<file path="src/rtl/wb_stage.sv">
// Writeback stage: MEM/WB pipeline register, load alignment/extension, write-data
// select, registered forwarding copy of the last write and retired-instruction counter.
module wb_stage #(
   parameter int XLEN = 32,
   parameter int REG_AW = 5,
   parameter int CNT_W = 64,
   localparam int AL_W = $clog2(XLEN / 8)
) (
   input  logic              clk,
   input  logic              reset,
   input  logic              i_flush,
   input  logic              i_pipe_Valid,
   input  logic [XLEN-1:0]   i_pipe_AluResult,
   input  logic [XLEN-1:0]   i_pipe_MemData,
   input  logic [XLEN-1:0]   i_pipe_PcPlus4,
   input  logic [1:0]        i_pipe_WbSel,
   input  logic [2:0]        i_pipe_LoadFunct3,
   input  logic [AL_W-1:0]   i_pipe_AddrLow,
   input  logic              i_pipe_RegWrEn,
   input  logic [REG_AW-1:0] i_pipe_RegDst,
   input  logic              i_CntWrEn,
   input  logic [CNT_W-1:0]  i_CntWrData,
   output logic [REG_AW-1:0] o_RegDst,
   output logic [XLEN-1:0]   o_RegWrData,
   output logic              o_RegWrEn,
   output logic              o_Retire,
   output logic [CNT_W-1:0]  o_InstRet,
   output logic              o_FwdValid,
   output logic [REG_AW-1:0] o_FwdDst,
   output logic [XLEN-1:0]   o_FwdData
);

   logic              wb_valid;
   logic [XLEN-1:0]   wb_alu;
   logic [XLEN-1:0]   wb_mem;
   logic [XLEN-1:0]   wb_pc4;
   logic [1:0]        wb_sel;
   logic [2:0]        wb_funct3;
   logic [AL_W-1:0]   wb_addr_low;
   logic              wb_reg_wr_en;
   logic [REG_AW-1:0] wb_dst;

   logic [AL_W-1:0]   half_off;
   logic [AL_W-1:0]   word_off;
   logic [7:0]        ld_byte;
   logic [15:0]       ld_half;
   logic [31:0]       ld_word;
   logic [XLEN-1:0]   load_data;
   logic [XLEN-1:0]   wr_data;
   logic              reg_wr_en;

   // A flush only clears valid; the payload is captured anyway since nothing reads it then.
   always_ff @(posedge clk) begin
      if (reset) begin
         wb_valid     <= 1'b0;
         wb_alu       <= '0;
         wb_mem       <= '0;
         wb_pc4       <= '0;
         wb_sel       <= '0;
         wb_funct3    <= '0;
         wb_addr_low  <= '0;
         wb_reg_wr_en <= 1'b0;
         wb_dst       <= '0;
      end else begin
         wb_valid     <= i_pipe_Valid & ~i_flush;
         wb_alu       <= i_pipe_AluResult;
         wb_mem       <= i_pipe_MemData;
         wb_pc4       <= i_pipe_PcPlus4;
         wb_sel       <= i_pipe_WbSel;
         wb_funct3    <= i_pipe_LoadFunct3;
         wb_addr_low  <= i_pipe_AddrLow;
         wb_reg_wr_en <= i_pipe_RegWrEn;
         wb_dst       <= i_pipe_RegDst;
      end
   end

   // Misaligned offsets are silently rounded down to the access size.
   always_comb begin
      half_off  = wb_addr_low & ~AL_W'(1);
      word_off  = wb_addr_low & ~AL_W'(3);
      ld_byte   = wb_mem[{wb_addr_low, 3'b000} +: 8];
      ld_half   = wb_mem[{half_off, 3'b000} +: 16];
      ld_word   = wb_mem[{word_off, 3'b000} +: 32];
      load_data = wb_mem;
      case (wb_funct3)
         3'b000:  load_data = XLEN'($signed(ld_byte));
         3'b100:  load_data = XLEN'(ld_byte);
         3'b001:  load_data = XLEN'($signed(ld_half));
         3'b101:  load_data = XLEN'(ld_half);
         3'b010:  load_data = XLEN'($signed(ld_word));
         3'b110:  if (XLEN == 64) load_data = XLEN'(ld_word);
         default: load_data = wb_mem;
      endcase
   end

   always_comb begin
      case (wb_sel)
         2'd1:    wr_data = load_data;
         2'd2:    wr_data = wb_pc4;
         default: wr_data = wb_alu;
      endcase
      reg_wr_en = wb_valid & wb_reg_wr_en & (wb_dst != '0);
   end

   // A CSR write in the same cycle as a retire wins and the retire is not counted.
   always_ff @(posedge clk) begin
      if (reset) begin
         o_InstRet <= '0;
      end else if (i_CntWrEn) begin
         o_InstRet <= i_CntWrData;
      end else if (wb_valid) begin
         o_InstRet <= o_InstRet + CNT_W'(1);
      end
   end

   // Holds an already-committed write, so a flush must not clear it.
   always_ff @(posedge clk) begin
      if (reset) begin
         o_FwdValid <= 1'b0;
         o_FwdDst   <= '0;
         o_FwdData  <= '0;
      end else begin
         o_FwdValid <= reg_wr_en;
         o_FwdDst   <= wb_dst;
         o_FwdData  <= wr_data;
      end
   end

   assign o_RegDst    = wb_dst;
   assign o_RegWrData = wr_data;
   assign o_RegWrEn   = reg_wr_en;
   assign o_Retire    = wb_valid;

endmodule

</file>
<file path="config.mk">
export PLATFORM = sky130hd
export DESIGN_NAME = wb_stage
export DESIGN_NICKNAME = d
export VERILOG_FILES = /design/src/rtl/wb_stage.sv
export SDC_FILE = /design/constraint.sdc
export NUM_CORES = 1
export LEC_CHECK = 0
export BUFFER_PORTS_ARGS = -buffer_cell sky130_fd_sc_hd__buf_2
export CAP_MARGIN = 10
export CORE_ASPECT_RATIO = 1.2
export CORE_MARGIN = 5
export CORE_UTILIZATION = 45
export CTS_BUF_LIST = sky130_fd_sc_hd__clkbuf_4
export DETAILED_ROUTE_END_ITERATION = 16
export GPL_ROUTABILITY_DRIVEN = 1
export HOLD_SLACK_MARGIN = 0.15
export PLACE_DENSITY_LB_ADDON = 0.3
export SLEW_MARGIN = 20
export SYNTH_ARGS = -nofsm -noshare
export SYNTH_HDL_FRONTEND = slang
export SYNTH_SLANG_ARGS = --single-unit
</file>
<file path="constraint.sdc">
create_clock -name clk -period 2.45 [get_ports clk]
set_input_delay 0.49 -clock clk [delete_from_list [all_inputs] [get_ports clk]]
set_output_delay 0.49 -clock clk [all_outputs]
set_load 0.02 [all_outputs]
</file>
# Word-level counts from Yosys, hierarchy flattened
# Cells that the tools add are included.
# W data, S select, Z words.
classes:
  addsub: 1
  n_eq_ne: 5
  shifts: 2
  n_mux: 4
  n_bitwise: 4
  reduce_logical: 3
op_table:
  columns: ["cell", "count"]
  rows:
  - ["$mux W64", 2]
  - ["$pmux W32 S4", 1]
  - ["$add A64 B1 Y64 const B", 1]
  - ["$pmux W32 S2", 1]
  - ["$shiftx A32 B6 Y16", 1]
  - ["$shiftx A32 B6 Y8", 1]
  - ["$eq A3 B3 Y1 const B", 2]
  - ["$reduce_bool A5 Y1", 1]
  - ["$and A1 B1 Y1", 3]
  - ["$eq A3 B1 Y1 const B", 1]
  - ["$logic_not A3 Y1", 1]
  - ["$eq A2 B1 Y1 const B", 1]
  - ["$eq A2 B2 Y1 const B", 1]
  - ["$reduce_bool A2 Y1", 1]
  - ["$not A1 Y1", 1]
totals:
  reg_bits: 212
  inputBits: 178
  elab_cells: 32

# Depth between registers and ports, before layout
depth:
  word_depth: 3
  depth_mapped: 9
  ltp_nobuf: 6

# Worst setup path after synthesis
# OpenSTA, ideal clock, no wires.
synth_timing:
  path_type: "register to output"
  from: "register wb_addr_low[1]"
  to: "output o_RegWrData[17]"
  arrival_ps: 2168
  setup_slack_ps: -208
  stages_incl_launch_ff: 8
  path_cell_list: "dfxtp_1 -> clkbuf_1 -> mux4_2 -> a221oi_1 -> nand2b_1 -> clkbuf_1 -> buf_2 -> o221ai_1"
synth_between:
  elab_chain_len: 3
  word_cells_on_any_way: 4
  cone_classes: "shift: 2; mux: 2"
synth_rtl:
  columns: ["item", "line", "source"]
  rows:
  - ["start: declaration", "39", "logic [AL_W-1:0] wb_addr_low;"]
  - ["start signal: assignment", "71", "wb_addr_low <= i_pipe_AddrLow;"]
  - ["$shiftx A32 B6 Y16 or $shiftx A32 B6 Y8 (tied branches)", "82, 81", null]
  - ["$pmux W32 S4 *", "85", "case (wb_funct3)"]
  - ["$pmux W32 S2 *", "97", "case (wb_sel)"]
  - ["end: declaration", "24", "output logic [XLEN-1:0] o_RegWrData,"]
# Every way passes the cells marked *; elsewhere a longest branch is shown, timed or not.

# Worst setup path after layout
layout_timing:
  from: "register wb_addr_low[1]"
  to: "output o_RegWrData[31]"
# Same word-level chain as after synthesis.

==> tab_implementation.tex <==
\begin{tabular}{lr}
\hline
Metric & Value \\
\hline
\multicolumn{2}{l}{\textbf{Timing}} \\
\quad Fin. Hold Viols & 0 \\
\quad Number of max-slew violations in the final report & 0 \\
\quad Clock tree skew after final layout & 0.0777 ns \\
\quad Post-layout worst setup margin & -0.648 ns \\
\quad Worst-case headroom to the max-slew limit & 0.555 \\
\quad TNS Setup & -16.94 ns \\
\quad Period minus WS final & 3.10 ns \\
\quad Slew @ Worst Pin & 0.667 ns \\
\quad Setup repair after global routing missed its margin & yes \\
\quad Share of the cycle needed by the critical path after routing & 1.26 \\
\quad Top achievable clock speed & 0.323 GHz \\
\quad Final setup violation count & 32 \\
\multicolumn{2}{l}{\textbf{Layout}} \\
\quad Layout cell share with drive strength beyond 1 & 0.356 \\
\quad Relative area change from synthesis to final layout & 61.2\% \\
\quad Nets & 1771 \\
\multicolumn{2}{l}{\textbf{Die}} \\
\quad Starting density of the core & 0.459 \\
\quad Die Area & 23000 sq um \\
\quad Chip Width & 139 um \\
\quad Vert. Die Dim & 165 um \\
\quad Top-Level Pins & 319 \\
\quad Area of the core & 19700 sq um \\
\quad Row count & 56 \\
\multicolumn{2}{l}{\textbf{Run status}} \\
\quad Failing checks & setup timing \\
\quad Status & finished with violations \\
\multicolumn{2}{l}{\textbf{Synthesis}} \\
\quad Biggest area contributors in the synthesized netlist & dfxtp\_1, nor2b\_1, nand2\_1, nor2\_1, clkbuf\_1 \\
\quad Cells after synthesis & 1027 \\
\quad Avg Inst Size Synth & 8.80 sq um \\
\quad Synth Cell Area & 9030 sq um \\
\quad Number of warnings printed during yosys synthesis & 0 \\
\quad Number of register bits inferred by synthesis & 212 \\
\quad Post-synthesis cell type count & 51 \\
\quad Commonest register cell after synthesis & dfxtp\_1 \\
\quad Sequential cell area fraction in the yosys report & 0.470 \\
\quad Async SR Flop Fraction & 0 \\
\quad Nets in the synthesized netlist & 1208 \\
\quad Library cell occupying the most area in the post-synthesis netlist & dfxtp\_1 \\
\quad Area share of the leading cell type in the synthesized netlist & 0.470 \\
\quad Count of flip-flops with a built-in enable after synthesis & 0 \\
\multicolumn{2}{l}{\textbf{Setup path}} \\
\quad Critical path type & flop to output pin \\
\quad Critical path cell sequence & mux4\_2 > a221oi\_4 > nand2b\_4 > buf\_12 > o221ai\_2 > buf\_6 \\
\quad Critical path startpoint category & flop \\
\quad Worst setup EP type & output pin \\
\quad Worst path max stage delay & 0.55 ns \\
\quad Worst endpoint data arrival time & 2.61 ns \\
\quad Critical path fanouts, max & 8 \\
\quad Worst endpoint required time & 1.96 ns \\
\quad Number of cell instances on the worst register-to-register path & 5 \\
\quad Worst-path cell with the longest stage delay & mux4\_2 \\
\multicolumn{2}{l}{\textbf{Route}} \\
\quad Count of TritonRoute iterations in the first routing pass & 6 \\
\quad Remaining DRCs & 0 \\
\quad Remaining antenna violation count & 0 \\
\quad Detail-routed net length per standard cell & 20.4 um \\
\quad Violation count after the first detailed-routing iteration & 985 \\
\quad Routed wire length & 38600 um \\
\quad Number of vias per cell & 5.61 \\
\quad Overall via count from detail\_route & 10602 \\
\multicolumn{2}{l}{\textbf{CTS}} \\
\quad Number of buffers on the longest clock path & 3 \\
\quad Clock-pin slew on the worst setup and hold paths & 0.07 ns \\
\quad Clock Sinks & 212 \\
\quad CTS H-Tree Depth & 2 \\
\quad Root Buffer Master & clkbuf\_4 \\
\quad Clock insertion delay at the later pin of the skew report & 0.71 ns \\
\quad Inserted Clock Buffers & 53 \\
\quad TritonCTS clock tree & done \\
\multicolumn{2}{l}{\textbf{Global routing}} \\
\quad Largest net degree at the start of global routing & 90 \\
\quad Overflow left after global routing & 0 \\
\quad Number of antenna violations at the first check in global routing & 2 \\
\quad Global-route usage over all layers & 0.302 \\
\quad Via count of the first global-routing pass & 10759 \\
\quad Global-route wire length before repair & 56200 um \\
\multicolumn{2}{l}{\textbf{Place}} \\
\quad Count of buffers inserted at the top-level ports & 318 \\
\quad HPWL reported at the end of detailed placement & 22900 um \\
\quad Placer's final routability congestion estimate & 0.932 \\
\multicolumn{2}{l}{\textbf{Power and ir drop}} \\
\quad Share of total power in sequential cells & 0.447 \\
\quad Final Total Pwr & 0.00850 W \\
\quad Clock network power share & 0.356 \\
\quad Switching part of the total & 0.302 \\
\quad Power per cell area & 584 nW/um\^{}2 \\
\quad Internal power & 0.00593 W \\
\quad Standby leakage power & 6.20 nW \\
\quad Peak supply drop & 0.393 mV \\
\quad Power share of the combinational group & 0.197 \\
\quad Net switching power of the design & 0.00256 W \\
\multicolumn{2}{l}{\textbf{Min path}} \\
\quad Path class of the lowest-slack min-delay path & input pin to flop \\
\quad Cell count of the worst hold path & 3 \\
\multicolumn{2}{l}{\textbf{Flow run}} \\
\quad Number of max-capacitance violations reported & 0 \\
\hline
\end{tabular}
registers in the layout, indices dropped and copies added, names as in the netlist:
signal and cells:
o_Retire 1, wb_addr_low 2, o_FwdValid 1, o_FwdDst 5
o_RegDst 5, o_FwdData 32, wb_sel 2, ld_word 32
wb_pc4 32, wb_alu 32, wb_funct3 3, wb_reg_wr_en 1
o_InstRet 64
cell usage in the layout (no fill, tap or decap), drive strengths merged, types with 4 or more instances in the layout:
cell type	n
clkinv	16
a311oi	15
o21a	11
nor2	82
a21oi	37
xor2	25
or4	14
nor4b	6
nor3b	11
or3	15
nand3	25
o221ai	24
xnor2	11
a2111oi	9
and4	5
nor2b	154
o21ai	29
dlygate4sd3	167
dfxtp	212
nand2b	5
nand2	103
inv	22
buf	411
clkbuf	75
nor3	10
or2	4
a211oi	24
o31ai	7
mux2i	10
and3	6
nand4	34
mux2	4
a32oi	7
nor4	17
logic make-up after synthesis:
kind of cell / after synthesis / share of synthesized area
xor gates and xnor gates: 36 / 0.0349
DFF: 212 / 0.470
buffers and inverters: 94 / 0.0396
and+or+nand+nor: 495 / 0.299
adders and majority gates: 3 / 0.00416
muxes: 15 / 0.0186
AOI/OAI and AO/OA: 172 / 0.134
final cells by class:
type                       instances  area [sq um]
fill                            1365          5130
tap                              261           327
clock inverter                    18           108
clock buffer                      74           556
multi-input combinational        721          4970
timing repair buffer             579          4260
sequential                       212          4250
inverter                          23          90.1
antenna                            3          7.51
Yosys cell counts, types with 5 or more instances:
cell type and number:
a2111oi_0 7, a211oi_1 24, a21oi_1 37, a311oi_1 15
a32oi_1 7, and3_1 6, and4_1 5, buf_1 6
clkbuf_1 61, dfxtp_1 212, inv_1 23, mux2i_1 10
nand2_1 103, nand2b_1 5, nand3_1 25, nand4_1 31
nor2_1 82, nor2b_1 154, nor3_1 9, nor3b_1 11
nor4_1 16, nor4b_1 6, o21a_1 11, o21ai_0 29
o221ai_1 24, o31ai_1 7, or3_1 14, or4_1 13
xnor2_1 11, xor2_1 25
power by group through the flow:
| stage | clock network, W | logic, W | registers, W |
|---|---|---|---|
| 2_1_floorplan | 0 | 0.000541 | 0.00397 |
| 5_1_grt | 0.00324 | 0.00177 | 0.00381 |
| 4_1_cts | 0.00300 | 0.00150 | 0.00378 |
| 3_5_place_dp | 0 | 0.00121 | 0.00385 |
| 3_3_place_gp | 0 | 0.00120 | 0.00384 |
| 6_report | 0.00303 | 0.00167 | 0.00380 |
critical path, delay by kind of cell, from the launching register on:
family	cells	cell delay, ns
AO/OA/AOI/OAI	2	0.44
multiplexers	1	0.55
flip-flops	1	0.35
buffers and inverters	2	0.34
AND/OR/NAND/NOR	1	0.24
through the flow:
step	instances	setup slack (ns)	util	hold WS [ns]	area, sq um
floorplan	1027	0.00785	-	0.444	9100
finish	1891	-0.648	0.740	0.201	14600
detailed placement	1618	-0.0387	0.582	0.465	11400
CTS	1884	-0.606	0.718	0.151	14100
global placement	1618	0.0174	0.582	0.447	11400
global route	1890	-0.781	0.739	0.158	14600
routing by layer:
metal / wire length [um] / global-route usage
met1: 13200 / 0.312
met2: 19500 / 0.560
met3: 3260 / 0.0755
met4: 2550 / 0.168
met5: 20 / 0
timing repair:
action	4_1_cts	5_1_grt
resized for setup	71	71
gates cloned	1	1
endpoints found under the setup margin	32	44
hold buffers	167	0
pin swaps	15	12
buffers inserted	6	3
hold endpoints to repair	166	0
path summary, 6_finish.rpt:
path	start	endpoint	slack [ns]
min	i_CntWrData[59]	o_InstRet[59]	0.20
max reg2reg	o_InstRet[18]	o_InstRet[63]	0.12
min reg2reg	o_RegDst[0]	o_FwdDst[0]	0.48
max	wb_addr_low[1]	o_RegWrData[31]	-0.65
No activity file was read; power rests on OpenSTA's default activity.
